**config.mk**
```make
export PLATFORM = sky130hd
export DESIGN_NAME = dot_product_acc
export DESIGN_NICKNAME = d
export VERILOG_FILES = /design/src/rtl/dot_product_acc.sv
export SDC_FILE = /design/constraint.sdc
export NUM_CORES = 2
export LEC_CHECK = 0
export ABC_AREA = 1
export CORE_AREA = 2 2 245 247
export CTS_CLUSTER_DIAMETER = 100
export DETAILED_ROUTE_END_ITERATION = 7
export DIE_AREA = 0 0 247 249
export PLACE_DENSITY_LB_ADDON = 0.25
export SLEW_MARGIN = 20
export SYNTH_ARGS = -nofsm -noshare
export SYNTH_HDL_FRONTEND = slang
export SYNTH_SLANG_ARGS = --single-unit
```
**constraint.sdc**
```tcl
create_clock -name clk -period 7.21 [get_ports clk]
set_input_delay 1.442 -clock clk [delete_from_list [all_inputs] [get_ports clk]]
set_output_delay 1.442 -clock clk [all_outputs]
set_load 0.02 [all_outputs]
```
**src/rtl/dot_product_acc.sv**
```systemverilog
// Streaming dot-product engine: per-beat element products, a pairwise adder, a pipelined
// ternary adder tree and a saturating accumulator framed by first/last beat markers.
module dot_product_acc #(
   parameter int unsigned SIZEA       = 6,
   parameter int unsigned SIZEB       = 6,
   parameter int unsigned DOT         = 16,
   parameter int unsigned PIPELINE    = 1,
   parameter int unsigned SIGNED_MODE = 0,
   parameter int unsigned ACC_WIDTH   = 24
) (
   input  logic                 clk,
   input  logic                 rst,
   input  logic                 in_valid,
   input  logic                 in_first,
   input  logic                 in_last,
   input  logic [SIZEA*DOT-1:0] din_a,
   input  logic [SIZEB*DOT-1:0] din_b,
   output logic                 out_valid,
   output logic [ACC_WIDTH-1:0] dout,
   output logic                 dout_ovf
);

   localparam int unsigned ProdW    = SIZEA + SIZEB;
   localparam int unsigned NumPairs = DOT / 2;
   // Wide enough for the full beat sum, including two (-2^(n-1))^2 products in one pair.
   localparam int unsigned SumW     = $clog2(DOT) + ProdW;

   function automatic int unsigned tree_stages(input int unsigned n);
      int unsigned c;
      int unsigned s;
      c = n;
      s = 0;
      while (c > 1) begin
         c = (c + 2) / 3;
         s++;
      end
      return s;
   endfunction

   function automatic int unsigned tree_n(input int unsigned n, input int unsigned lvl);
      int unsigned c;
      c = n;
      for (int unsigned i = 0; i < lvl; i++) c = (c + 2) / 3;
      return c;
   endfunction

   localparam int unsigned TreeStages = tree_stages(NumPairs);
   localparam int unsigned ProdStages = 1 + PIPELINE;
   localparam int unsigned MarkDepth  = ProdStages + 1 + TreeStages;
   localparam int unsigned LATENCY    = MarkDepth + 1;

   function automatic logic signed [ProdW-1:0] mult(input logic [SIZEA-1:0] ea,
                                                    input logic [SIZEB-1:0] eb);
      logic [ProdW-3:0] mag;
      logic [ProdW-1:0] pos;
      if (SIGNED_MODE != 0) begin
         return $signed({{SIZEB{ea[SIZEA-1]}}, ea}) * $signed({{SIZEA{eb[SIZEB-1]}}, eb});
      end
      mag = {{(SIZEB-1){1'b0}}, ea[SIZEA-2:0]} * {{(SIZEA-1){1'b0}}, eb[SIZEB-2:0]};
      pos = {2'b00, mag};
      // A zero magnitude negates to zero, so -0 operands drop out naturally.
      return (ea[SIZEA-1] ^ eb[SIZEB-1]) ? -pos : pos;
   endfunction

   function automatic logic signed [SumW-1:0] sext_prod(input logic signed [ProdW-1:0] p);
      return {{(SumW-ProdW){p[ProdW-1]}}, p};
   endfunction

   logic signed [ProdW-1:0]     prod_q [ProdStages][DOT];
   logic signed [SumW-1:0]      tree_d [TreeStages+1][NumPairs];
   logic signed [SumW-1:0]      tree_q [TreeStages+1][NumPairs];
   logic [MarkDepth-1:0]        vld_q, fst_q, lst_q;
   logic signed [ACC_WIDTH-1:0] acc_q;
   logic                        ovf_q;

   logic signed [ACC_WIDTH:0]   beat_ext, base_ext, total;
   logic signed [ACC_WIDTH-1:0] clamped;
   logic                        ovf_now, ovf_acc, grp_first;

   always_ff @(posedge clk) begin
      for (int unsigned i = 0; i < DOT; i++) begin
         prod_q[0][i] <= mult(din_a[SIZEA*i +: SIZEA], din_b[SIZEB*i +: SIZEB]);
         for (int unsigned s = 1; s < ProdStages; s++) prod_q[s][i] <= prod_q[s-1][i];
      end
   end

   // Level 0 holds the pairwise sums; each further level folds groups of three.
   always_comb begin
      for (int unsigned j = 0; j < NumPairs; j++) begin
         tree_d[0][j] = sext_prod(prod_q[ProdStages-1][2*j]) +
                        sext_prod(prod_q[ProdStages-1][2*j+1]);
      end
      for (int unsigned l = 0; l < TreeStages; l++) begin
         for (int unsigned j = 0; j < NumPairs; j++) tree_d[l+1][j] = '0;
         for (int unsigned i = 0; i < NumPairs; i++) begin
            if (i < tree_n(NumPairs, l)) tree_d[l+1][i/3] = tree_d[l+1][i/3] + tree_q[l][i];
         end
      end
   end

   always_ff @(posedge clk) begin
      tree_q <= tree_d;
   end

   always_ff @(posedge clk) begin
      if (rst) begin
         vld_q <= '0;
         fst_q <= '0;
         lst_q <= '0;
      end else begin
         vld_q <= {vld_q[MarkDepth-2:0], in_valid};
         fst_q <= {fst_q[MarkDepth-2:0], in_valid & in_first};
         lst_q <= {lst_q[MarkDepth-2:0], in_valid & in_last};
      end
   end

   // Guard-bit add, then clamp to the signed ACC_WIDTH range.
   always_comb begin
      grp_first = fst_q[MarkDepth-1];
      beat_ext  = {{(ACC_WIDTH+1-SumW){tree_q[TreeStages][0][SumW-1]}}, tree_q[TreeStages][0]};
      base_ext  = grp_first ? '0 : {acc_q[ACC_WIDTH-1], acc_q};
      total     = base_ext + beat_ext;
      ovf_now   = total[ACC_WIDTH] != total[ACC_WIDTH-1];
      if (!ovf_now) begin
         clamped = total[ACC_WIDTH-1:0];
      end else if (total[ACC_WIDTH]) begin
         clamped = {1'b1, {(ACC_WIDTH-1){1'b0}}};
      end else begin
         clamped = {1'b0, {(ACC_WIDTH-1){1'b1}}};
      end
      ovf_acc = (grp_first ? 1'b0 : ovf_q) | ovf_now;
   end

   always_ff @(posedge clk) begin
      if (rst) begin
         acc_q     <= '0;
         ovf_q     <= 1'b0;
         out_valid <= 1'b0;
         dout      <= '0;
         dout_ovf  <= 1'b0;
      end else begin
         out_valid <= 1'b0;
         if (vld_q[MarkDepth-1]) begin
            if (lst_q[MarkDepth-1]) begin
               out_valid <= 1'b1;
               dout      <= clamped;
               dout_ovf  <= ovf_acc;
               acc_q     <= '0;
               ovf_q     <= 1'b0;
            end else begin
               acc_q <= clamped;
               ovf_q <= ovf_acc;
            end
         end
      end
   end

endmodule

```
* Word level (Yosys, flattened, before mapping)
Memories as Yosys holds them, arrays and structs flattened.
Cells that the tools add are included.
** Storage, ports and cells
- Bits in registers :: 234
- Bits in writable memories :: 384
- Bits of input ports :: 197
- Output and inout bits :: 26
- Logic and storage cells :: 115
- Memories :: 1
** Memories
- prod_q :: depth 2, bits a word 192, rd ports 2, clocked after Yosys merged registers in 0, write ports 2, line 69 : logic signed [ProdW-1:0] prod_q [ProdStages][DOT];
** Operators by class
- Add/subtract/negate cells :: 32
- $mul :: 16
- Equal/unequal tests :: 1
- Multiplexer cells :: 23
- Bitwise operators :: 20
- Reduce and logical (&&, ||, !) cells :: 2
** Operator list (count)
- 2-to-1 mux 12 bit :: 16
- negation 10 -> 12 bit :: 16
- multiplier 5 x 5 -> 10 bit :: 16
- adder 12 x 12 -> 13 bit :: 8
- 2-to-1 mux 24 bit :: 3
- adder 13 x 13 -> 14 bit :: 3
- adder 16 bit :: 2
- adder 14 x 13 -> 15 bit :: 2
- adder 25 x 16 -> 25 bit :: 1
- 2-to-1 mux 25 bit :: 1
- bitwise XOR 1 bit :: 16
- 2-to-1 mux 1 bit :: 3
- bitwise AND 1 bit :: 2
- AND reduction 2 bit :: 1
- OR reduction 2 bit :: 1
- inequality test 1 bit :: 1
- NOT 1 bit :: 1
- OR 1 bit :: 1

* Depth between registers and ports, before layout
- Word-level depth :: 5
- Gate-level depth with buffers :: 20
- Depth with buffers taken out :: 20

* Least setup slack after synthesis
Ideal clock, no wire load.
- Path kind :: input -> register
- From :: in din_b[10]
- To :: mem prod_q[0][177] in the netlist's numbering
- Setup time :: 0.118 ns
- Data arrival time :: 4.508 ns
- Data required time :: 7.092 ns
- Setup slack :: 2.584 ns
- Stages :: 16
- Path buffers :: 0
- Cells stage by stage :: nand2_1 > fa_1 > fa_1 > fa_1 > inv_1 > ha_1 > a21oi_1 > nand2_1 > nand2_1 > nand2_1 > a21oi_1 > xor2_1 > nand2_1 > nand2_1 > nand2_1 > xor2_1
** RTL lines
- start, declared :: line 17 : input logic [SIZEB*DOT-1:0] din_b,
- end, declared :: line 69

==> impl_metrics.csv <==
group,metric,value,unit
outcome,status,"completed",
synthesis,yosysTopAreaCell,"dfxtp_1",
worst_setup_path,cp.arrival,5.41,ns
synthesis,synth_top_family_by_area,"adder cells",
synthesis,synthTopCellsByArea,"dfxtp_1, ha_1, fa_1",
drt,dr.pass1.iters,6,
timing,hold_viol,0,
grt,grt_usage,23.2,%
timing,slew_headroom,36.0,%
timing,period_share,68.2,%
floorplan,initial_core_util,63.4,%
timing,slew_viol_final,0,
power,peakVddDrop,278,uV
clock_tree,root_buffer,"clkbuf_16",
cells_and_area,drive_gt1_share,2.32,%
clock_tree,ctsHtreeMaxLevel,2,
floorplan,io_pins,223,
cells_and_area,multi_input_area,21600,sq um
grt,antenna_found_initial,0,
grt,grt_pass1_wl,121,mm
synthesis,syn_area,37200,sq um
clock_tree,clkTransAtPathRegs,0.06,ns
grt,grt_max_degree,65,
clock_tree,numCtsBuffers,57,
clock_tree,cts.repair.resized,0,
worst_setup_path,required,7.70,ns
floorplan,rows,89,
worst_setup_path,slowest_stage,"clkdlybuf4s50_1",
placement,dp_hpwl,55.6,mm
cells_and_area,area_growth,13.5,%
cells_and_area,mostFrequentLayoutCells,"nand2_1, inv_1, dfxtp_1, ha_1, nor2_1",
worst_setup_path,crit_path_start_kind,"primary input",
timing,setup_violations,0,
synthesis,synth_nets,5355,
flow_run,drv_cap,0,
clock_tree,cts_hold_buffers,0,
worst_setup_path,path_class,"primary input to flop",
timing,worst_pin_slew,0.959,ns
synthesis,synth_xor_area_share,8.55,%
synthesis,yosysWarnings,0,
floorplan,die-area,61500,sq um
power,pwr_density_cell,414,nW/um^2
grt,overflow,0,
synthesis,async_reset_ff_share,0,%
synthesis,synth_top_area_share,33.0,%
synthesis,synthFlopType,"dfxtp_1",
drt,routed-via-count,27600,
synthesis,avgSynthCellArea,8.30,sq um
timing,finalHoldWorstSlack,0.321,ns
cells_and_area,fillCellCount,4529,
cells_and_area,final_common_cell,"nand2_1",
synthesis,syn_inst,4483,
synthesis,synthAdderAreaFrac,26.7,%
placement,io_buffer_count,222,
power,leakage,0.0229,uW
synthesis,synth-compound-area-share,6.41,%
worst_setup_path,end_kind,"flop",
synthesis,yosysUniqueCellTypes,43,
worst_hold_path,hold_class,"flop to flop",
timing,skew,0.0294,ns
floorplan,core_area,58700,sq um
drt,drt-total-wl,69.4,mm
placement,finalWeightedCongestion,0.908,
drt,drc,0,
drt,viasPerCell,4.97,
floorplan,die_w,247,um
synthesis,synth-seq-cells,614,
drt,wl_per_cell,12.5,um
timing,rsz0062_at_grt,"no",
timing,period_minus_slack,4.92,ns
floorplan,die_h,249,um
synthesis,synth-edff-count,0,
worst_setup_path,cp_max_fo,5,
clock_tree,insertion_delay,0.61,ns
worst_setup_path,cp_slowest_stage_delay,0.55,ns
cells_and_area,regArea,12300,sq um
cells_and_area,antenna-diode-count,0,
cells_and_area,nets,5616,
synthesis,yosys.area_share.simple,16.4,%
synthesis,synthMuxAreaShare,0,%
clock_tree,cts_max_path_buffers,3,
timing,max_freq,0.203,GHz
grt,grt_pass1_vias,27300,
drt,dr.first_iter.drc_count,1427,
worst_setup_path,worstPathCellList,"clkdlybuf4s50_1 -> nand2_1 -> fa_1 -> fa_1 -> fa_1 -> inv_1 -> ha_1 -> a21oi_1 -> nand2_1 -> nand2_1 -> nand2_1 -> a21oi_1 -> xor2_1 -> nand2_1 -> nand2_1 -> nand2_1 -> xor2_1",
drt,ant_nets,0,
clock_tree,clkSinkCount,614,
clock_tree,cts_setup_buffers,0,
synthesis,ys_seq_area_share,33.0,%
clock_tree,tritoncts,"yes",
timing,setup-tns-final,0,ns
worst_setup_path,crit_top_cell,"nand2_1",
[state kept, by name (all words and copies together) (netlist names)]
signal,flops
ovf_q,1
beat_ext,16
tree_q,148
out_valid,1
dout,24
lst_q,5
vld_q,5
acc_q,24
prod_q,384
dout_ovf,1
fst_q,5
[cell families (layout without fill, tap and decap cells)]
group | after synthesis | in the layout
xor+xnor | 363 | 363
simple gates | 1511 | 1511
buf+inv | 869 | 1176
flops | 614 | 614
compound gates | 451 | 451
fa+ha+maj | 675 | 675
[Yosys cell counts, types with 2 or more instances]
cell type	count
nor3_1	27
o211ai_1	2
o21bai_1	8
nor2_2	3
nand3_1	148
buf_2	2
o31ai_1	4
clkbuf_1	13
a211oi_1	2
nand4_1	20
nor3b_1	15
nor2_1	243
fa_1	198
o21ai_1	9
buf_6	2
a31oi_1	9
xor2_1	238
a21oi_1	223
o21ai_0	170
clkbuf_8	2
clkinv_1	3
inv_1	845
xnor2_1	125
o221ai_1	7
nand3b_1	15
a21boi_0	9
o2111ai_1	3
nand2_2	5
nand2_1	1029
or2_1	2
ha_1	477
dfxtp_1	614
[per-layer routing]
layer	part of all wire, %	routed length (um)	vias up	global-route usage, %
met2	47	32400	461	39.5
met5	0	0	-	0
met4	1.8	1280	0	5.70
met1	48	33400	12600	31.8
li1	-	-	14500	-
met3	3.4	2350	99	2.13
[worst max-delay path: cells and delay by family]
family,cells,cell delay [ns]
simple gates,7,0.63
xor+xnor,2,0.41
compound gates,2,0.38
fa+ha+maj,4,1.95
buf+inv,2,0.59
[metrics by stage]
| step | utilization (%) | setup slack [ns] | power [uW] | cells | cell area [sq um] |
|---|---|---|---|---|---|
| 4_1_cts | 71.9 | 2.33 | 17600 | 5563 | 42200 |
| 5_1_grt | 71.9 | 2.02 | 19100 | 5563 | 42200 |
| 6_report | 71.9 | 2.29 | 17500 | 5563 | 42200 |
| 3_3_place_gp | 68.6 | 1.86 | 14100 | 5458 | 40300 |
| 3_5_place_dp | 68.6 | 1.70 | 14300 | 5458 | 40300 |
| 2_1_floorplan | - | 2.58 | 12300 | 4483 | 37200 |
[where the power goes]
part | switching, uW | internal (uW) | leakage [uW]
Clock | 1280 | 1780 | 0.000948
Sequential | 610 | 4870 | 0.00515
Combinational | 5200 | 3740 | 0.0168
[final cells by class]
class	instances	area share, %
multi-input cells	3000	51.2
flip-flops and latches	614	29.1
inverters	848	7.54
repair buffers	223	5.28
clock buffers	71	3.65
well taps	773	2.29
clock inverters	34	0.960
[final timing paths]
kind                       start        endpoint  slack [ns]  depth (start not counted)
hold reg to reg   prod_q[0][104]  prod_q[0][296]        0.32                          0
setup / recovery       din_a[36]  prod_q[0][117]        2.29                         17
setup reg to reg        fst_q[4]        acc_q[4]        3.77                         16
hold / removal    prod_q[0][104]  prod_q[0][296]        0.32                          0
Power figures use the tool's default switching activity.
